--- src/rtl/hex_scan_driver_if.sv ---
// Display bus for hex_scan_driver: value/control inputs and the seg/grid pins.
interface hex_scan_driver_if #(
    parameter int DIGITS = 4
);
    logic [4*DIGITS-1:0] In;
    logic [DIGITS-1:0]   dp;
    logic                blank_lz;
    logic                freeze;
    logic [7:0]          hex_seg;
    logic [DIGITS-1:0]   hex_grid;

    modport master (output In, dp, blank_lz, freeze, input hex_seg, hex_grid);
    modport slave  (input In, dp, blank_lz, freeze, output hex_seg, hex_grid);
endinterface

--- src/rtl/hex_scan_driver.sv ---
// Time-multiplexed N-digit seven-segment driver. Values are latched into
// shadow registers only at frame boundaries so a frame never mixes two values.
module hex_scan_driver #(
    parameter int DIGITS          = 4,
    parameter int DIV_BITS        = 16,
    parameter int SEG_ACTIVE_LOW  = 1,
    parameter int GRID_ACTIVE_LOW = 1
) (
    input  logic              Clk,
    input  logic              Reset,
    hex_scan_driver_if.slave  bus
);
    localparam int IDX_W = (DIGITS > 1) ? $clog2(DIGITS) : 1;
    localparam logic [IDX_W-1:0] LAST_IDX = IDX_W'(DIGITS - 1);

    logic [DIV_BITS-1:0]  cnt;
    logic [IDX_W-1:0]     idx;
    logic [4*DIGITS-1:0]  sh_val;
    logic [DIGITS-1:0]    sh_dp;
    logic                 tick;

    assign tick = &cnt;

    function automatic logic [6:0] seg_decode(input logic [3:0] n);
        case (n)
            4'h0: seg_decode = 7'h3F;
            4'h1: seg_decode = 7'h06;
            4'h2: seg_decode = 7'h5B;
            4'h3: seg_decode = 7'h4F;
            4'h4: seg_decode = 7'h66;
            4'h5: seg_decode = 7'h6D;
            4'h6: seg_decode = 7'h7D;
            4'h7: seg_decode = 7'h07;
            4'h8: seg_decode = 7'h7F;
            4'h9: seg_decode = 7'h6F;
            4'hA: seg_decode = 7'h77;
            4'hB: seg_decode = 7'h7C;
            4'hC: seg_decode = 7'h39;
            4'hD: seg_decode = 7'h5E;
            4'hE: seg_decode = 7'h79;
            default: seg_decode = 7'h71;
        endcase
    endfunction

    // Prescaler, digit scan and frame-boundary shadow capture.
    always_ff @(posedge Clk or posedge Reset) begin
        if (Reset) begin
            cnt    <= '0;
            idx    <= '0;
            sh_val <= '0;
            sh_dp  <= '0;
        end else begin
            cnt <= cnt + DIV_BITS'(1);
            if (tick) begin
                if (idx == LAST_IDX) begin
                    idx <= '0;
                    if (!bus.freeze) begin
                        sh_val <= bus.In;
                        sh_dp  <= bus.dp;
                    end
                end else begin
                    idx <= idx + IDX_W'(1);
                end
            end
        end
    end

    logic [3:0]        nib;
    logic              dp_bit;
    logic              zero_above;
    logic              blank;
    logic [DIGITS-1:0] grid_raw;
    logic [7:0]        seg_raw;

    // Select the scanned digit and work out leading-zero blanking from the top down.
    always_comb begin
        nib        = 4'h0;
        dp_bit     = 1'b0;
        zero_above = 1'b1;
        blank      = 1'b0;
        for (int k = DIGITS - 1; k >= 0; k--) begin
            zero_above = zero_above & (sh_val[4*k +: 4] == 4'h0);
            if (idx == IDX_W'(k)) begin
                nib    = sh_val[4*k +: 4];
                dp_bit = sh_dp[k];
                blank  = bus.blank_lz & (k != 0) & zero_above;
            end
        end
    end

    // Drive grid and segments; polarity is applied last.
    always_comb begin
        grid_raw = '0;
        for (int k = 0; k < DIGITS; k++)
            grid_raw[k] = (idx == IDX_W'(k)) & ~blank;
        seg_raw = blank ? 8'h00 : {dp_bit, seg_decode(nib)};
        bus.hex_grid = (GRID_ACTIVE_LOW != 0) ? ~grid_raw : grid_raw;
        bus.hex_seg  = (SEG_ACTIVE_LOW != 0) ? ~seg_raw : seg_raw;
    end
endmodule

--- src/flat_wrapper.sv ---
// flat-port wrapper written by rule: the top's interface ports become plain ports
module hex_scan_driver_flat 
#(
    parameter int DIGITS          = 4,
    parameter int DIV_BITS        = 16,
    parameter int SEG_ACTIVE_LOW  = 1,
    parameter int GRID_ACTIVE_LOW = 1
)
  (Clk, Reset, bus_In, bus_dp, bus_blank_lz, bus_freeze, bus_hex_seg, bus_hex_grid);
  hex_scan_driver_if #(.DIGITS(DIGITS)) bus_i ();
  input  logic Clk;
  input  logic Reset;
  input wire logic [$bits(bus_i.In)-1:0] bus_In;
  input wire logic [$bits(bus_i.dp)-1:0] bus_dp;
  input wire logic [$bits(bus_i.blank_lz)-1:0] bus_blank_lz;
  input wire logic [$bits(bus_i.freeze)-1:0] bus_freeze;
  output wire logic [$bits(bus_i.hex_seg)-1:0] bus_hex_seg;
  output wire logic [$bits(bus_i.hex_grid)-1:0] bus_hex_grid;
  assign bus_i.In = bus_In;
  assign bus_i.dp = bus_dp;
  assign bus_i.blank_lz = bus_blank_lz;
  assign bus_i.freeze = bus_freeze;
  assign bus_hex_seg = bus_i.hex_seg;
  assign bus_hex_grid = bus_i.hex_grid;
  hex_scan_driver #(.DIGITS(DIGITS), .DIV_BITS(DIV_BITS), .SEG_ACTIVE_LOW(SEG_ACTIVE_LOW), .GRID_ACTIVE_LOW(GRID_ACTIVE_LOW)) u_core (.Clk(Clk), .Reset(Reset), .bus(bus_i));
endmodule
--- config.mk ---
export PLATFORM = sky130hd
export DESIGN_NAME = hex_scan_driver_flat
export DESIGN_NICKNAME = d
export VERILOG_FILES = /design/src/rtl/hex_scan_driver_if.sv /design/src/rtl/hex_scan_driver.sv /design/src/flat_wrapper.sv
export SDC_FILE = /design/constraint.sdc
export NUM_CORES = 1
export LEC_CHECK = 0
export ABC_AREA = 1
export BUFFER_PORTS_ARGS = -buffer_cell sky130_fd_sc_hd__buf_4
export CORE_ASPECT_RATIO = 0.7
export CORE_MARGIN = 3
export CORE_UTILIZATION = 30
export CTS_CLUSTER_DIAMETER = 150
export DETAILED_ROUTE_END_ITERATION = 7
export SETUP_SLACK_MARGIN = 0.02
export SLEW_MARGIN = 20
export SYNTH_ARGS = -nofsm -noshare
export SYNTH_HDL_FRONTEND = slang
export SYNTH_SLANG_ARGS = --single-unit
--- constraint.sdc ---
create_clock -name Clk -period 2.3 [get_ports Clk]
set_input_delay 0.345 -clock Clk [delete_from_list [all_inputs] [get_ports Clk]]
set_output_delay 0.345 -clock Clk [all_outputs]
set_load 0.01 [all_outputs]
==> summary.md <==
| Metric | Value |
|---|---|
| Status | `finished with violations` |
| Failing checks | `setup timing` |
| Setup crit start kind | `flop` |
| Max Cap Violations | `0` |
| CP Cell Sequence | `inv_2, ha_4, inv_4, buf_6, nand3_2, nand2_2, o21bai_4, inv_2, ha_4, nand3b_1, nand3_1, nand3_2, buf_6` |
| Largest net degree at the start of global routing | `39` |
| First-pass GRT wire length | `~10000 um` |
| Distinct cells, synth | `27` |
| Placed Cells incl. Taps | `between 400 and 500` |
| GRT overflow | `0` |
| Pre-antenna DRT Iters | `5` |
| Min Tclk post-route | `approximately 2.6 ns` |
| # setup viols final | `9` |
| Post-synth EDFFs | `0` |
| H-tree levels | `2` |
| Routed len/inst | `roughly 14 um` |
| RSZ-0062 raised after global routing | `true` |
| Area after DPL | `2680 um^2` |
| Place WS | `-0.0569 ns` |
| Ports | `36` |
| HPWL after DPL | `between 4000 and 5000 um` |
| Yosys top cell area share | `around 43%` |
| Post-synthesis adder-cell area fraction | `6.75%` |
| Most common cell after layout, fill and taps aside | `nand2_1` |
| Synth area leaders | `dfrtp_1 43%, nand2_1 15%, nand3_1 10%` |
| PortBufs | `35` |
| Clock Tree Buf Depth | `2` |
| Fraction of layout cells with a size suffix above 1 | `35.6%` |
| Final instance area | `between 3000 and 4000 um^2` |
| Multi-input logic area | `roughly 1400 um^2` |
| Final hold violations | `0` |
| Worst VDD drop | `~0.00022 V` |
| Chip height | `around 78 um` |
| Die area | `approximately 8500 um^2` |
| Slew Viols, Final | `0` |
| Crit-path max FO | `3` |
| Most frequent cells in the layout | `80 x nand2_1, 55 x buf_4, 40 x nand3_1` |
| Drt total wl | `~6400 um` |
| Chip Width | `109 um` |
| TritonCTS buffer count | `5` |
| Residual DRC | `0` |
| Syn Inst Count | `290` |
| Leading area contributor after synthesis | `dfrtp_1` |
| Gpl congestion | `0.939` |
| Post-CTS Hold Buffers | `0` |
| Final Instance Count excl. Fillers | `~450` |
| Max stage delay cell, worst path | `dfrtp_1` |
| Syn Nets | `between 300 and 400` |
| P&R area growth vs syn | `44.9%` |
| Via density | `approximately 4.7` |
| Total number of vias | `between 2000 and 2500` |
| Mux cell area share after synthesis | `0%` |
| Final Cycle Share | `113%` |
| Worst EP arrival | `2.26 ns` |
| Rows | `25` |
| Maximum clock rate | `0.384 GHz` |
| PD cells | `about 440 nW/um^2` |
| Clock sink count | `38` |
| WP data required | `between 1.5 and 2 ns` |
| Xor and xnor area share after synthesis | `~5.5%` |
| Synth Warn # | `0` |
| Main combinational cell family by area after synthesis | `simple AND/OR/NAND/NOR gates` |
| Final TNS setup | `-1.87 ns` |
| Syn Area/Cell | `around 7.7 um^2` |
| Worst skew pair latency | `about 0.29 ns` |
| Worst-path clk slew | `roughly 0.080 ns` |
| FFs w/ async S/R, synth | `100%` |
| Net count reported at finish | `slightly below 400` |
| Vias in the first global route | `around 2000` |
| Worst Slack Setup Final | `-0.305 ns` |
| Slew Limit Headroom | `approximately 53%` |
| Post-Synth Simple-Gate Area | `around 34%` |
| Synthesized area | `approximately 2200 um^2` |
| Core area | `~7000 um^2` |
| Diodes inserted | `0` |
| Clock root cell | `clkbuf_8` |
| Initial Util | `about a third` |
| Layout Skew | `approximately 0.0058 ns` |
| Seq cells post-synth | `38` |
| CP Capture Type | `output port` |
| Sequential Area | `about 950 um^2` |
| Filler cells | `just under 700` |
| Worst Path Class, Setup | `reg2out` |
| CTS tree | `done` |
| DR iter-0 viols | `between 100 and 150` |
| Leakage | `0.00164 uW` |
| Main synth FF type | `dfrtp_1` |
| Compound-cell area share of the yosys netlist | `4.05%` |
| Routed Antenna Nets | `0` |
| Tightest Pin Transition | `between 0.7 and 0.8 ns` |
| Finished Core Util | `between 40 and 50%` |
| Max stage delay on crit path | `about 0.44 ns` |
| Global Route Usage Sum | `between 10% and 20%` |
| Min-Delay Path Class | `in2async` |
| Initial antenna violation count | `0` |
| Sequential area share after synthesis | `42.7%` |
## critical path, delay by kind of cell (launching register included)
family	cells	cell delay, ns
simple gates	5	0.54
compound gates	1	0.16
buf+inv	5	0.50
fa+ha+maj	2	0.32
flops	1	0.44
## registers in the layout (all words and copies together) (netlist names)
signal and cells:
u_core.sh_dp 4, u_core.idx 2, u_core.cnt 16, u_core.sh_val 16
## per-stage QoR
stage,total power (uW),hold slack (ns)
floorplan,692,0.427
global placement,727,0.448
detailed placement,728,0.449
CTS,1430,0.178
global route,1460,0.208
finish,1420,0.162
## report_power, final
group | switching, uW | internal (uW)
logic | 20.4 | 26.1
registers | 0 | 667
clock network | 242 | 463
total | 262 | 1160
## final cells by class
cell class | instances | area share, %
multi-input combinational | 218 | 43.0
sequential | 38 | 29.5
timing repair buffer | 65 | 16.3
tap | 94 | 3.65
inverter | 25 | 3.07
clock buffer | 6 | 2.56
clock inverter | 2 | 1.86
## synth_stat cells, types with 2 or more instances
| library cell | n |
|---|---|
| a21oi_1 | 5 |
| buf_2 | 3 |
| buf_4 | 2 |
| clkbuf_1 | 3 |
| dfrtp_1 | 38 |
| ha_1 | 12 |
| inv_1 | 23 |
| inv_2 | 2 |
| nand2_1 | 89 |
| nand2_2 | 3 |
| nand3_1 | 45 |
| nand4_1 | 5 |
| nor2_1 | 23 |
| nor2_2 | 3 |
| nor3_1 | 4 |
| o21ai_0 | 6 |
| o21bai_1 | 2 |
| xnor2_1 | 3 |
| xor2_1 | 11 |
## cell families after synthesis
| group | after synthesis |
|---|---|
| XOR/XNOR | 14 |
| AO/OA/AOI/OAI | 16 |
| buffers and inverters | 34 |
| flip-flops | 38 |
| AND/OR/NAND/NOR | 176 |
| adder cells (fa/ha/maj) | 12 |
## final timing paths
check / startpoint / to / slack, ns / cells past startpoint
worst max-delay path: u_core.idx[1] / bus_hex_seg[3] / -0.30 / 13
worst min-delay path: Reset / u_core.cnt[13] / 0.16 / 3
worst max register to register: u_core.idx[0] / u_core.sh_val[11] / 0.40 / 10
worst min register to register: u_core.cnt[0] / u_core.cnt[0] / 0.46 / 1
max in group asynchronous: Reset / u_core.idx[0] / 1.77 / 3
min in group Clk: bus_In[0] / u_core.sh_val[0] / 0.28 / 3
## metal layers
metal | share of wire (%) | track usage [%] | vias up
li1 | - | - | 1050
met5 | 0 | 0 | -
met1 | 51 | 23.9 | 972
met2 | 42 | 21.2 | 74
met3 | 6.7 | 3.29 | 12
met4 | 1.2 | 3.78 | 0
## what timing repair did
action	in CTS	in global routing
pin swaps	24	13
gates resized for setup	66	10
buffers inserted	11	3
endpoints found under the setup margin	11	14
Power figures use the tool's default switching activity.
